$ cat config.mk
export PLATFORM = sky130hd
export DESIGN_NAME = posit_decoder_pipe
export DESIGN_NICKNAME = d
export VERILOG_FILES = /design/src/rtl/posit_decoder_pipe_pkg.sv /design/src/rtl/posit_run_detect.sv /design/src/rtl/posit_decoder_pipe.sv
export SDC_FILE = /design/constraint.sdc
export NUM_CORES = 1
export LEC_CHECK = 0
export BUFFER_PORTS_ARGS = -buffer_cell sky130_fd_sc_hd__buf_2
export CAP_MARGIN = 20
export CELL_PAD_IN_SITES_DETAIL_PLACEMENT = 1
export CELL_PAD_IN_SITES_GLOBAL_PLACEMENT = 2
export CORE_ASPECT_RATIO = 1.4
export CORE_MARGIN = 10
export CORE_UTILIZATION = 38
export DETAILED_ROUTE_END_ITERATION = 8
export PLACE_DENSITY_LB_ADDON = 0.12
export SLEW_MARGIN = 10
export SYNTH_ARGS = -nofsm -noshare
export SYNTH_HDL_FRONTEND = slang
export SYNTH_HIERARCHICAL = 1
export SYNTH_SLANG_ARGS = --single-unit
$ cat constraint.sdc
create_clock -name clk -period 13.5 [get_ports clk]
set_input_delay 2.7 -clock clk [delete_from_list [all_inputs] [get_ports clk]]
set_output_delay 2.7 -clock clk [all_outputs]
set_load 0.01 [all_outputs]
$ cat src/rtl/posit_decoder_pipe_pkg.sv
// Shared posit decoder definitions: default format, derived field widths
// and the special-value classification carried down the pipeline.
package posit_decoder_pipe_pkg;

  localparam int POSIT_N_DEF  = 16;
  localparam int POSIT_ES_DEF = 1;

  // Special-value class, resolved in the first stage so later stages only
  // need to force fields instead of re-inspecting the word.
  typedef enum logic [1:0] {
    PC_NORMAL = 2'd0,
    PC_ZERO   = 2'd1,
    PC_NAR    = 2'd2
  } pclass_e;

  // Signed regime width: k spans -(N-1) .. N-2.
  function automatic int posit_rs(input int n);
    return $clog2(n) + 1;
  endfunction

  // Fraction width with the hidden bit excluded.
  function automatic int posit_fs(input int n, input int es);
    return n - es - 3;
  endfunction

endpackage

$ cat src/rtl/posit_run_detect.sv
// Combinational leading-run detector: length of the run of bits equal to
// the MSB (always >= 1) plus all-ones / all-zeros flags.
module posit_run_detect #(
  parameter int W = 15
) (
  input  logic [W-1:0]               vec_i,
  output logic [$clog2(W+1)-1:0]     run_o,
  output logic                       allone_o,
  output logic                       allzero_o
);

  localparam int RW = $clog2(W + 1);

  assign allone_o  = &vec_i;
  assign allzero_o = ~|vec_i;

  // Walk down from the MSB, counting until the first bit that differs.
  always_comb begin
    logic cont;
    run_o = RW'(1);
    cont  = 1'b1;
    for (int i = W - 2; i >= 0; i--) begin
      if (cont && (vec_i[i] == vec_i[W-1])) run_o = run_o + RW'(1);
      else                                  cont  = 1'b0;
    end
  end

endmodule

$ cat src/rtl/posit_decoder_pipe.sv
// Three-stage streaming posit decoder with valid/ready on both sides.
// S1: sign + two's-complement body, S2: regime run, S3: exp/frac split.
module posit_decoder_pipe
  import posit_decoder_pipe_pkg::*;
#(
  parameter int N  = POSIT_N_DEF,
  parameter int ES = POSIT_ES_DEF,
  parameter int RS = posit_rs(N),
  parameter int FS = posit_fs(N, ES),
  localparam int EW = (ES > 0) ? ES : 1
) (
  input  logic          clk,
  input  logic          rst,
  input  logic          in_valid,
  output logic          in_ready,
  input  logic [N-1:0]  in_data,
  output logic          out_valid,
  input  logic          out_ready,
  output logic          out_sign,
  output logic [RS-1:0] out_k,
  output logic [EW-1:0] out_exp,
  output logic [FS-1:0] out_frac,
  output logic          out_zero,
  output logic          out_nar
);

  localparam int RW = $clog2(N);

  // Valid bit of each stage; index = stage number.
  logic [3:1] vld_q;
  logic       en1, en2, en3;

  // A stage may load when it is empty or its content moves on this cycle.
  assign en3       = !vld_q[3] || out_ready;
  assign en2       = !vld_q[2] || en3;
  assign en1       = !vld_q[1] || en2;
  assign in_ready  = en1;
  assign out_valid = vld_q[3];

  // Valid shift register; reset discards everything in flight.
  always_ff @(posedge clk) begin
    if (rst) begin
      vld_q <= '0;
    end else begin
      if (en1) vld_q[1] <= in_valid;
      if (en2) vld_q[2] <= vld_q[1];
      if (en3) vld_q[3] <= vld_q[2];
    end
  end

  // ---------------- S1 ----------------
  logic [N-2:0] body_d, body1_q;
  logic         sign1_q;
  pclass_e      cls_d, cls1_q;

  // Negative posits decode from the two's complement of the low N-1 bits;
  // an all-zero body can only be zero or NaR.
  always_comb begin
    body_d = in_data[N-1] ? -in_data[N-2:0] : in_data[N-2:0];
    cls_d  = PC_NORMAL;
    if (~|body_d) cls_d = in_data[N-1] ? PC_NAR : PC_ZERO;
  end

  // Stage-1 payload register.
  always_ff @(posedge clk) begin
    if (rst) begin
      sign1_q <= 1'b0;
      body1_q <= '0;
      cls1_q  <= PC_NORMAL;
    end else if (en1 && in_valid) begin
      sign1_q <= in_data[N-1];
      body1_q <= body_d;
      cls1_q  <= cls_d;
    end
  end

  // ---------------- S2 ----------------
  logic [RW-1:0]  run, run_sat;
  logic           rd_allone, rd_allzero;
  logic [RS-1:0]  k_d, k2_q;
  logic [N-4:0]   rem_d, rem2_q;
  logic           sign2_q;
  pclass_e        cls2_q;

  posit_run_detect #(.W(N-1)) u_run (
    .vec_i     (body1_q),
    .run_o     (run),
    .allone_o  (rd_allone),
    .allzero_o (rd_allzero)
  );

  // Regime value and the bits left after the run and its terminator.
  // Shifting only the low N-3 bits by r-1 equals shifting the full body by
  // r+1 and dropping the two always-zero LSBs; a saturated run leaves 0.
  always_comb begin
    run_sat = (rd_allone || rd_allzero) ? RW'(N - 1) : run;
    k_d     = body1_q[N-2] ? (RS'(run_sat) - RS'(1)) : -RS'(run_sat);
    rem_d   = body1_q[N-4:0] << (run_sat - RW'(1));
  end

  // Stage-2 payload register.
  always_ff @(posedge clk) begin
    if (rst) begin
      sign2_q <= 1'b0;
      k2_q    <= '0;
      rem2_q  <= '0;
      cls2_q  <= PC_NORMAL;
    end else if (en2 && vld_q[1]) begin
      sign2_q <= sign1_q;
      k2_q    <= k_d;
      rem2_q  <= rem_d;
      cls2_q  <= cls1_q;
    end
  end

  // ---------------- S3 ----------------
  logic [EW-1:0] exp_d;
  logic [FS-1:0] frac_d;
  logic          normal;

  // Exponent is the top ES remaining bits, fraction the rest (MSB-aligned).
  always_comb begin
    frac_d = rem2_q[FS-1:0];
    exp_d  = '0;
    if (ES > 0) exp_d = rem2_q[N-4 -: EW];
  end

  assign normal = (cls2_q == PC_NORMAL);

  // Output registers; they only change when a new word is loaded, so a
  // stalled or empty output holds its last value.
  always_ff @(posedge clk) begin
    if (rst) begin
      out_sign <= 1'b0;
      out_k    <= '0;
      out_exp  <= '0;
      out_frac <= '0;
      out_zero <= 1'b0;
      out_nar  <= 1'b0;
    end else if (en3 && vld_q[2]) begin
      out_sign <= (cls2_q == PC_NAR) || (normal && sign2_q);
      out_k    <= normal ? k2_q   : '0;
      out_exp  <= normal ? exp_d  : '0;
      out_frac <= normal ? frac_d : '0;
      out_zero <= (cls2_q == PC_ZERO);
      out_nar  <= (cls2_q == PC_NAR);
    end
  end

endmodule
-- After elaboration in Yosys (flattened, before gate mapping)
Index checks and enable logic that the tools add are counted.
- register bits: 63
- input bits: 20
- output and inout port bits: 23
- logic and storage cells: 115
- add/sub/neg operators: 17
- equal/unequal tests: 16
- shifts and indexed selects: 1
- mux-type cells: 35
- reductions and logical operators: 30
- operators by type and width (operator ; number):
    4-bit 2-to-1 mux ; 14
    4-bit by 1-bit adder with 4-bit output, second input constant ; 13
    15-bit OR reduction ; 2
    1-bit logical AND ; 17
    15-bit 2-to-1 mux ; 1
    15-bit negator ; 1
    15-bit AND reduction ; 1
    1-bit equality test ; 14
    1-bit 2-to-1 mux ; 14
    13-bit by 4-bit left shift with 13-bit output ; 1
    12-bit 2-to-1 mux ; 1
    5-bit 2-to-1 mux ; 2
    2-bit 2-to-1 mux ; 3
    1-bit logical OR ; 5
    4-bit negator with 5-bit output ; 1
    4-bit by 1-bit subtractor with 5-bit output, second input constant ; 1
    1-bit zero test ; 4
    4-bit by 1-bit subtractor with 4-bit output, second input constant ; 1
    2-bit by 1-bit equality test with 1-bit output, second input constant ; 1
    2-bit equality test, second input constant ; 1
    2-bit zero test ; 1

-- Logic depth before layout (Yosys ltp)
- word-level depth: 31
- gate-level depth with buffers: 32

-- Modules after synthesis
The synthesis kept the hierarchy.
- modules (own cells, without submodules) (module ; times used ; cells each ; area an instance (µm²) ; seq. area each (µm²)):
    posit_decoder_pipe ; 1 ; 412 ; 3334.4 ; 1261.2
    posit_run_detect ; 1 ; 170 ; 1156.1 ; 0.0

-- Worst setup path after synthesis
No wires, ideal clock.
- path type: input to output
- from: input port out_ready
- to: output port in_ready
- arrival time: 3.172 ns
- data required time: 10.800 ns
- setup slack: 7.628 ns
- stages: 2
- path buffers: 0
- cell sequence: nor2b_1 nand3_1
- longest elaborated chain between the ends: 3
- RTL lines (what ; RTL line ; RTL):
    start: declaration ; posit_decoder_pipe.sv:18 ; input logic out_ready,
    1-bit logical OR ; posit_decoder_pipe.sv:34 ; assign en3 = !vld_q[3] || out_ready;
    1-bit logical OR ; posit_decoder_pipe.sv:35 ; assign en2 = !vld_q[2] || en3;
    1-bit logical OR ; posit_decoder_pipe.sv:36 ; assign en1 = !vld_q[1] || en2;
    end: declaration ; posit_decoder_pipe.sv:15 ; output logic in_ready,
No other way between the ends.

-- Worst setup path after layout
- from: register body1_q[14]
- to: register rem2_q[12]
- longest elaborated chain between the ends: 31
- RTL lines (what ; RTL line ; RTL):
    start: declaration ; posit_decoder_pipe.sv:52 ; logic [N-2:0] body_d, body1_q;
    start signal: assignment ; posit_decoder_pipe.sv:72 ; body1_q <= body_d;
    1-bit equality test ; posit_run_detect.sv:23 ; if (cont && (vec_i[i] == vec_i[W-1])) run_o = run_o + RW'(1);
    2-bit 2-to-1 mux / 1-bit 2-to-1 mux (equally long branches) ; posit_run_detect.sv:23 ;
    4-bit by 1-bit adder with 4-bit output / 1-bit logical AND (equally long branches) ; posit_run_detect.sv:23 ;
    4-bit 2-to-1 mux / 1-bit 2-to-1 mux (equally long branches) ; posit_run_detect.sv:23 ;
    4-bit by 1-bit adder with 4-bit output / 1-bit logical AND (equally long branches) ; posit_run_detect.sv:23 ;
    4-bit 2-to-1 mux / 1-bit 2-to-1 mux (equally long branches) ; posit_run_detect.sv:23 ;
    4-bit by 1-bit adder with 4-bit output / 1-bit logical AND (equally long branches) ; posit_run_detect.sv:23 ;
    4-bit 2-to-1 mux / 1-bit 2-to-1 mux (equally long branches) ; posit_run_detect.sv:23 ;
    [16 not listed] ; - ;
    4-bit by 1-bit adder with 4-bit output / 1-bit logical AND (equally long branches) ; posit_run_detect.sv:23 ;
    4-bit 2-to-1 mux / 1-bit 2-to-1 mux (equally long branches) ; posit_run_detect.sv:23 ;
    4-bit by 1-bit adder with 4-bit output / 1-bit logical AND (equally long branches) ; posit_run_detect.sv:23 ;
    4-bit 2-to-1 mux (*) ; posit_run_detect.sv:23 ;
    via run[2] ; posit_decoder_pipe.sv:78 ; logic [RW-1:0] run, run_sat;
    4-bit 2-to-1 mux (*) ; posit_decoder_pipe.sv:96 ; run_sat = (rd_allone || rd_allzero) ? RW'(N - 1) : run;
    4-bit by 1-bit subtractor with 4-bit output (*) ; posit_decoder_pipe.sv:98 ; rem_d = body1_q[N-4:0] << (run_sat - RW'(1));
    13-bit by 4-bit left shift with 13-bit output (*) ; posit_decoder_pipe.sv:98 ;
    end signal: assignment ; posit_decoder_pipe.sv:111 ; rem2_q <= rem_d;
    end: declaration ; posit_decoder_pipe.sv:81 ; logic [N-4:0] rem_d, rem2_q;
The timed path passes the listed nets; every way through them passes the cells marked *.
A chain may end at the register's enable or synchronous reset.

==> results_dict.tcl <==
set metrics [dict create \
    outcome "finished, final reports clean" \
    grt_setup_unrepaired "false" \
    grtUsageMet3_pct 3.180 \
    synthMuxAreaShare_pct 7.579 \
    clockRootBuffer "clkbuf_16" \
    reg2reg_depth 29 \
    fin_skew_ps 7.160 \
    cts.sinks 63 \
    cts_tree "built" \
    ys_seq_area_share_pct 28.09 \
    grt_pass1_wl_mm 22.24 \
    syn_avg_cell_area_um2 7.716 \
    max-slew-margin-rel_pct 36.38 \
    gp_congestion 0.8741 \
    fin_crit_sh_pct 49.33 \
    max_freq_mhz 150.1 \
    antenna_cells 0 \
    finalHoldViolations 0 \
    cp_data_arrival_time_ps 6900 \
    post-cts-setup-buffers 0 \
    vias 4320 \
    worstSetupStartpoint "body1_q[14]" \
    start_util_pct 39.21 \
    routed_wl_mm 13.08 \
    die_area_um2 16630 \
    holdBufCountCts 0 \
    drive_gt1_share_pct 16.12 \
    synth_top_area_cell "dfxtp_1" \
    vias_per_cell 5.745 \
    clk_pin_slew_ps 60 \
    drc_errors 0 \
    drt_iter0_markers 209 \
    grt.busiest_layer "met2" \
    nets 633 \
    h-tree-depth 3 \
    regToRegStartpoint "body1_q[14]" \
    path_class "flip-flop to flip-flop" \
    dieHeight_um 148.6 \
    clockBufferDepth 2 \
    synth_top_family_by_area "simple AND/OR/NAND/NOR gates" \
    r2r_slack_ps 6840 \
    antenna_found_initial 0 \
    io_buffer_count 42 \
    worst_slew_pin_slew_ps 951.1 \
    ys_warn_count 6 \
    setup.worst_path.end "rem2_q[12]" \
    cp_slowest_cell "xor2_1" \
    power_frac_clock_pct 34.1 \
    p_per_area_nw_per_um2 128.4 \
    fp.coreArea_um2 11450 \
    cpPeakStageDelay_ps 790 \
    synth_simple_gate_area_share_pct 29.20 \
    dp_hpwl_mm 9.801 \
    rows 46 \
    p_seq_share_pct 32.7 \
    cp_max_fo 36 \
    synth_edf_count 0 \
    io_pins 43 \
    post-route-util_pct 43.80 \
    post-route-min-period_ps 6660 \
    leakagePower_nw 1.902 \
    synth.top_cell.area_share_pct 28.09 \
    setup_viol 0 \
    drtAntennaViolNets 0 \
    grt.overflow.total 0 \
    synthesis.nets 612 \
    synth_xor_area_share_pct 6.436 \
    grt_pass1_vias 4499 \
    routedWlPerCell_um 17.39 \
    internal-power_mw 0.4130 \
    hp-class "flip-flop to flip-flop" \
    async_reset_ff_share_pct 0 \
    synth_area_leaders "dfxtp_1 (28%), nand2_1 (7.0%), a21oi_1 (5.7%), mux4_2 (5.0%), nor2_1 (4.8%)" \
    fin_tns_setup_ps 0 \
    track_usage_pct 15.94 \
    peakVddDrop_uv 53.03 \
    total_power_mw 0.6442 \
    post_cts_resized 0 \
    clock_latency_ps 330 \
    synth_seq_cells 63 \
    slew_viol_final 0 \
    drtPass1Iterations 5 \
    area_growth_pct 11.70 \
    grt_use_met2_pct 30.32 \
    min_path_cells 2 \
    syn_inst 582 \
    drv_cap 0 \
    grt_start_max_net_pins 64 \
    critPathRequiredTime_ps 13740 \
    synth_flop_cell "dfxtp_1" \
    switching_share_pct 35.90 \
    synth_cell_type_count 72 \
    synth_fa_ha_area_share_pct 2.786 \
    synth-compound-area-share_pct 20.14 \
    crit_path_end_kind "flip-flop" \
    die_w_um 111.9 \
    comb_power_share_pct 33.2 \
    r2r_end "rem2_q[12]" \
    start_kind "flip-flop" \
    power_switching_mw 0.2313 \
    cts_buffers 9 \
    gr-usage-met1_pct 16.57 \
    synthesis.area_um2 4491 \
]
## worst max-delay path, delay by kind of cell, from the launching register on
kind,cells,cell delay [ps]
compound gates,10,1810
fa+ha+maj,4,1030
simple gates,11,1990
flops,1,300
xor+xnor,3,1060
buf+inv,1,380
## kinds of logic after synthesis
logic type	after synthesis
compound gates	137
xor+xnor	33
fa+ha+maj	10
buf+inv	55
flops	63
mux	20
simple gates	264
## worst min-delay path by stage
stage | from | to | slack (ps)
final | out_frac[9] | out_frac[9] | 450
after global routing | out_frac[6] | out_frac[6] | 470
after CTS | out_frac[1] | out_frac[1] | 450
after detailed placement | out_frac[11] | out_frac[11] | 440
after global placement | out_frac[1] | out_frac[1] | 440
after floorplan | cls1_q[0] | cls1_q[0] | 430
## per-layer routing
layer  vias up  routed length, µm
li1       2146                  -
met1      2084               5308
met2        69               7006
met3        21                424
met4         0                335
met5         -                  0
## flip-flops by register name, summed over array words and instances, names as in the netlist
signal,cells
out_frac,12
cls2_q,2
out_k,5
out_zero,1
cls1_q,2
out_exp,1
out_sign,1
vld_q,3
k2_q,5
sign2_q,1
body1_q,15
out_nar,1
sign1_q,1
rem2_q,13
## final cells by class
class                      count  area (µm²)
inverter                      18       67.56
multi-input combinational    464        2977
clock buffer                  10       239.0
tap                          144       180.2
sequential                    63        1261
clock inverter                 6       43.79
fill                        1435        6437
timing repair buffer          47       247.7
## cell usage after synthesis, types with 7 or more instances
cell type  count
xnor2_1       16
nand2_1       84
nand2b_1       7
ha_1          10
o21ai_0       18
clkbuf_1      21
or3_1          8
dfxtp_1       63
xor2_1        17
a21oi_1       51
mux4_2        10
nor3_1        25
a31oi_1        7
inv_1         16
nand4_1        8
nand3_1       30
mux2i_1        7
nor2_1        58
a211oi_1      21
## per-stage QoR
| step | setup WS (ps) | cells | cell area [µm²] | hold WS [ps] |
|---|---|---|---|---|
| detailed placement | 6861 | 736 | 4733 | 443.2 |
| floorplan | 7628 | 582 | 4491 | 426.8 |
| global route | 6223 | 752 | 5016 | 468.3 |
| global placement | 7115 | 735 | 4726 | 435.4 |
| CTS | 6793 | 752 | 5016 | 451.0 |
| finish | 6840 | 752 | 5016 | 446.1 |
## power by group through the flow
stage                     sequential [mW]  combinational [mW]  clock, mW
final                               0.211               0.214      0.220
after global routing                0.213               0.239      0.234
after CTS                           0.211               0.215      0.225
after detailed placement            0.215               0.213          0
after global placement              0.214               0.207          0
after floorplan                     0.208               0.173          0
## placed cells by master, fill, tap and decap left out, drive strengths merged, types with 8 or more instances in the layout
cell     n
a211oi  21
a21oi   52
buf     47
clkbuf  10
dfxtp   63
ha      10
inv     18
mux2i    8
mux4    10
nand2   85
nand3   31
nand4    8
nor2    58
nor3    26
nor4     8
o21ai   20
or3      8
xnor2   16
xor2    17
(Power assumes the default switching activity.)
